[src/rtl/glitch_pkg.sv]
// glitch_pkg: shared state encoding and default sizes for the glitch sequencer
package glitch_pkg;
  typedef enum logic [2:0] {IDLE, ARMED, DELAY, GLITCH, GAP} state_t;
  localparam int DELAY_W_DEF = 16;
  localparam int WIDTH_W_DEF = 8;
  localparam int REP_W_DEF = 4;
  localparam int SYNC_STAGES = 2;
endpackage

[src/rtl/glitch_trig_sync.sv]
// glitch_trig_sync: two-flop synchroniser plus registered rising-edge pulse for the async trigger
module glitch_trig_sync
  import glitch_pkg::*;
(
  input  logic clk,
  input  logic reset,
  input  logic trig_i,
  output logic pulse
);
  logic [SYNC_STAGES:0] sync;
  // shift the trigger through the synchroniser; the last stage only serves the edge compare
  always_ff @(posedge clk) begin
    if (!reset) begin
      sync <= '0;
      pulse <= 1'b0;
    end else begin
      sync <= {sync[SYNC_STAGES-1:0], trig_i};
      pulse <= sync[SYNC_STAGES-1] & ~sync[SYNC_STAGES];
    end
  end
endmodule

[src/rtl/glitch_sequencer.sv]
// glitch_sequencer: delay/width/gap/repeat clock-glitch burst generator; GLITCH_SEQ_STATS_EN adds burst_cnt/abort_cnt
module glitch_sequencer
  import glitch_pkg::*;
#(
  parameter int DELAY_W = DELAY_W_DEF,
  parameter int WIDTH_W = WIDTH_W_DEF,
  parameter int REP_W = REP_W_DEF
) (
  input  logic               clk,
  input  logic               reset,
  input  logic               phase_clk,
  input  logic               trig_i,
  input  logic               arm_i,
  input  logic               abort_i,
  input  logic [DELAY_W-1:0] delay_cfg,
  input  logic [WIDTH_W-1:0] width_cfg,
  input  logic [WIDTH_W-1:0] gap_cfg,
  input  logic [REP_W-1:0]   rep_cfg,
  output logic               glitch_en,
  output logic               glitch_clk,
  output logic               armed,
  output logic               busy,
  output logic               done
`ifdef GLITCH_SEQ_STATS_EN
  ,
  output logic [15:0]        burst_cnt,
  output logic [7:0]         abort_cnt
`endif
);
  state_t state, nxt;
  logic [DELAY_W-1:0] delay_sh, dly_cnt, dly_nxt;
  logic [WIDTH_W-1:0] width_sh, gap_sh, win_cnt, win_nxt, width_eff, gap_eff;
  logic [REP_W-1:0] rep_sh, rep_cnt, rep_nxt, rep_eff;
  logic trig_edge, done_nxt;

  glitch_trig_sync u_sync (
    .clk(clk),
    .reset(reset),
    .trig_i(trig_i),
    .pulse(trig_edge)
  );

  assign width_eff = (width_sh == '0) ? WIDTH_W'(1) : width_sh;
  assign gap_eff = (gap_sh == '0) ? WIDTH_W'(1) : gap_sh;
  assign rep_eff = (rep_sh == '0) ? REP_W'(1) : rep_sh;
  assign armed = (state == ARMED);
  assign busy = (state == DELAY) || (state == GLITCH) || (state == GAP);
  assign glitch_clk = clk ^ (phase_clk & glitch_en);

  // next-state and counter updates; one window counter serves both width and gap phases
  always_comb begin
    nxt = state;
    dly_nxt = dly_cnt;
    win_nxt = win_cnt;
    rep_nxt = rep_cnt;
    done_nxt = 1'b0;
    case (state)
      IDLE: nxt = arm_i ? ARMED : IDLE;
      ARMED: begin
        if (trig_edge) begin
          nxt = (delay_sh == '0) ? GLITCH : DELAY;
          dly_nxt = delay_sh;
          win_nxt = width_eff;
          rep_nxt = rep_eff;
        end
      end
      DELAY: begin
        dly_nxt = dly_cnt - DELAY_W'(1);
        nxt = (dly_cnt == DELAY_W'(1)) ? GLITCH : DELAY;
      end
      GLITCH: begin
        if (win_cnt == WIDTH_W'(1)) begin
          nxt = GAP;
          win_nxt = gap_eff;
          rep_nxt = rep_cnt - REP_W'(1);
        end else begin
          win_nxt = win_cnt - WIDTH_W'(1);
        end
      end
      GAP: begin
        if (win_cnt == WIDTH_W'(1)) begin
          nxt = (rep_cnt != '0) ? GLITCH : IDLE;
          win_nxt = width_eff;
          done_nxt = (rep_cnt == '0);
        end else begin
          win_nxt = win_cnt - WIDTH_W'(1);
        end
      end
      default: nxt = IDLE;
    endcase
    if (abort_i) begin
      nxt = IDLE;
      done_nxt = 1'b0;
    end
  end

  // state, counters, registered outputs and config shadows (captured only on an accepted arm)
  always_ff @(posedge clk) begin
    if (!reset) begin
      state <= IDLE;
      dly_cnt <= '0;
      win_cnt <= '0;
      rep_cnt <= '0;
      delay_sh <= '0;
      width_sh <= '0;
      gap_sh <= '0;
      rep_sh <= '0;
      glitch_en <= 1'b0;
      done <= 1'b0;
    end else begin
      state <= nxt;
      dly_cnt <= dly_nxt;
      win_cnt <= win_nxt;
      rep_cnt <= rep_nxt;
      glitch_en <= (nxt == GLITCH);
      done <= done_nxt;
      if (state == IDLE && arm_i && !abort_i) begin
        delay_sh <= delay_cfg;
        width_sh <= width_cfg;
        gap_sh <= gap_cfg;
        rep_sh <= rep_cfg;
      end
    end
  end

`ifdef GLITCH_SEQ_STATS_EN
  // saturating completed-burst and abort counters, cleared only by reset
  always_ff @(posedge clk) begin
    if (!reset) begin
      burst_cnt <= '0;
      abort_cnt <= '0;
    end else begin
      if (done_nxt && burst_cnt != 16'hFFFF) burst_cnt <= burst_cnt + 16'd1;
      if (abort_i && state != IDLE && abort_cnt != 8'hFF) abort_cnt <= abort_cnt + 8'd1;
    end
  end
`endif
endmodule
[config.mk]
export PLATFORM = sky130hd
export DESIGN_NAME = glitch_sequencer
export DESIGN_NICKNAME = d
export VERILOG_FILES = /design/src/rtl/glitch_pkg.sv /design/src/rtl/glitch_trig_sync.sv /design/src/rtl/glitch_sequencer.sv
export SDC_FILE = /design/constraint.sdc
export NUM_CORES = 1
export LEC_CHECK = 0
export BUFFER_PORTS_ARGS = -buffer_cell sky130_fd_sc_hd__buf_2
export CAP_MARGIN = 5
export CORE_AREA = 10 10 91 93
export DETAILED_ROUTE_END_ITERATION = 16
export DIE_AREA = 0 0 101 103
export HOLD_SLACK_MARGIN = 0.08
export PLACE_DENSITY_LB_ADDON = 0.3
export SYNTH_ARGS = -nofsm -noshare
export SYNTH_HDL_FRONTEND = slang
export SYNTH_SLANG_ARGS = --single-unit
[constraint.sdc]
create_clock -name clk -period 2.3 [get_ports clk]
set_input_delay 0 -clock clk [delete_from_list [all_inputs] [get_ports clk]]
set_output_delay 0 -clock clk [all_outputs]
set_load 0.01 [all_outputs]
==> qor.txt <==
Combinational fraction of design power - 0.083
RSZ-0062 raised after global routing - false
Final hold viol count - 0
DRC - 0
Power Internal - 2228 uW
Worst hold start - width_cfg[7]
Ys Warns - 0
Least-Margin Pin Slew - 0.6288 ns
Die Y - 103 um
Post-Synthesis Cells - 446
Area leader, netlist - dfxtp_1
Hold WC Path Type - in -> reg
Overflow after GRT - 0
Post-Syn Nets - 493
Initial antenna violation count - 0
Nets - 576
Flops & latches, synth - 73
HPWL Detailed - 6648 um
Die W - 101 um
Clk slew on worst S/H paths - 0.08 ns
Leading register cell type out of synthesis - dfxtp_1
Vias after detailed routing - 3,616
Met3 WL - 638 um
First-pass GRT wire length - 16,220 um
Final Util - 0.6838
Total Negative Setup Slacks - 0 ns
Leakage Power - 0.001681 uW
Post-synth top cells - nand2_1 (95), dfxtp_1 (73), a21oi_1 (62), nor2_1 (24), o21ai_0 (20)
Post-synthesis cell area - 0.003570 mm2
Postcts setup bufs - 0
Sw frac - 0.2329
Crit Path Class - reg -> reg
Final Wtd Congestion - 0.9404
Post-synthesis to final-layout area growth - 25.83%
Area contributors post-synth - dfxtp_1 (41%), nand2_1 (10%), a21oi_1 (8.7%), o21ai_0 (2.8%), nor2_1 (2.5%)
IO Count - 47
Tmin final - 2.100 ns
Clock share of power - 0.458
First-pass DRT Iterations - 5
Final setup viols - 0
Post-synth cell types - 63
Post-synth EDFFs - 0
Routed wl met2 - 4862 um
Tot Pwr - 2905 uW
Count of final max-slew check failures - 0
R2R cell count - 6
Post-route insts no fill - 614
RR Endpoint - win_cnt[7]
Clk Latency, worst-skew pair - 0.46 ns
Max-cap viol count - 0
Crit share post-route - 0.9129
Top-count cell post-synth - nand2_1
Filler cells - 546
WP data required - 2.62 ns
DR WL/cell - 16.23 um
Initial Utilization - 0.5434
Die Area - 0.01040 mm2
Element type at the critical path end - register
Core ar. - 0.006569 mm2
Overall Global Routing Usage - 0.1970
Routed WL - 9964 um
Sequential fraction of the synthesis area - 0.4094
Share of cells above drive strength 1 - 0.1704
ANT nets after route - 0
Seq pwr share - 0.459
I/O Buffers - 46
Reg-to-Reg Start - win_cnt[0]
Largest net degree at the start of global routing - 37
Diodes inserted - 0
Row count - 30
Arrival time at the worst endpoint - 2.42 ns
Vias per inst - 5.889
DP Cell Count - 555
Worst Setup Start Kind - register
Switching power - 676.5 uW
CTS tree - built
Slack of the worst reg-to-reg path - 0.20 ns
Top routing layer in use - met4
Synth top area share - 0.4094
Worst rel slew slack - 0.5789
Power Dens Cells - 646.6 mW/mm2
WL met1 - 4166 um
Vias in the first global route - 3,385
Fmax - 0.4763 GHz
VDD IR-drop max - 0.5856 mV
Crit. Startpoint - win_cnt[0]
CP max FO - 9
Status - complete, no violations
DR iter-0 viols - 221
Avg Inst Size Synth - 8.004 um2
Crit path to - win_cnt[7]
Async SR Flop Fraction - 0
Clk_skew - 0.009838 ns
Hold WS - 0.3166 ns
==> worst max-delay path, cell delays in order, from the launching register on <==
cell       delay [ns]
dfxtp_1          0.43
ha_1             0.20
or4b_4           0.58
o31ai_4          0.21
a2111oi_1        0.11
a221oi_1         0.27
o221ai_1         0.14
==> registers in the layout, summed over array words and instances, names as in the netlist, 3 cells and up <==
name	flops
delay_sh	16
dly_cnt	16
gap_sh	8
width_sh	8
win_cnt	8
rep_cnt	4
rep_sh	4
state	3
u_sync.sync	3
==> repair_timing <==
action | 4_1_cts | 5_1_grt
hold buffers | 40 | 0
resized for setup | 0 | 1
endpoints found under the setup margin | 0 | 7
endpoints found under the hold margin | 53 | 0
==> metrics by stage <==
stage,worst slack [ns],instance area (um2)
floorplan,0.4622,3570
global placement,0.2024,3817
detailed placement,0.1213,3817
CTS,0.06829,4488
global route,0.06953,4492
finish,0.2003,4492
==> placed cells by master, fill, tap and decap left out, types with 2 or more instances in the layout <==
cell,instances
mux2i_1,2
inv_1,9
o21ai_0,20
and2_1,3
a211oi_1,4
a221oi_1,2
o22ai_1,2
o211ai_1,6
bufinv_16,2
or4_1,2
buf_4,9
nand3_1,4
dlygate4sd3_1,40
nand4_1,3
buf_2,46
nor2_1,24
o311ai_0,4
ha_1,5
and4b_1,2
a21boi_0,2
and3_1,2
o221ai_1,2
nand2b_1,2
nor3_1,17
nand2_1,95
o21ai_2,3
a21o_1,2
or3_1,5
dfxtp_1,73
a32oi_1,2
a21oi_1,62
nor3b_1,2
nor2b_1,3
a31oi_1,11
nor4_1,13
nand3b_1,3
xnor2_1,2
clkbuf_8,14
==> area by class of cell <==
class,count,area (um2),share of cell area
Multi-Input combinational cell,338,1928,0.4292
Inverter,9,33.78,0.007521
Sequential cell,73,1461,0.3253
Clock buffer,16,201.4,0.04485
Timing Repair Buffer,94,693.2,0.1543
Clock inverter,4,73.82,0.01643
Tap cell,80,100.1,0.02228
==> worst min-delay path by stage <==
stage / to / slack, ns / cells after the start
finish: width_sh[7] / 0.32 / 4
global route: width_sh[7] / 0.32 / 4
CTS: gap_sh[3] / 0.30 / 4
detailed placement: glitch_clk / 0.17 / 2
floorplan: done / 0.08 / 1
global placement: glitch_clk / 0.17 / 2
==> per-layer routing <==
metal	up-vias	track usage
met5	-	0
met2	118	0.3278
li1	1769	-
met4	0	0.08682
met1	1700	0.2210
met3	29	0.07306
==> power by group through the flow <==
stage	combinational, uW	sequential, uW	clock (uW)
after floorplan	128	1350	26.0
after global placement	181	1360	40.4
final	242	1330	1330
after detailed placement	186	1360	40.4
after global routing	271	1340	1410
after CTS	238	1330	1350
==> cell families (layout without fill, tap and decap cells) <==
group,after synthesis,after routing,synth area share
muxes,3,3,0.008763
adders and majority gates,5,5,0.01753
and+or+nand+nor,197,197,0.2804
xor gates and xnor gates,3,3,0.007362
DFF,73,73,0.4094
buffers and inverters,35,123,0.05152
AOI/OAI and AO/OA,130,130,0.2250
No activity file was read; power rests on OpenSTA's default activity.
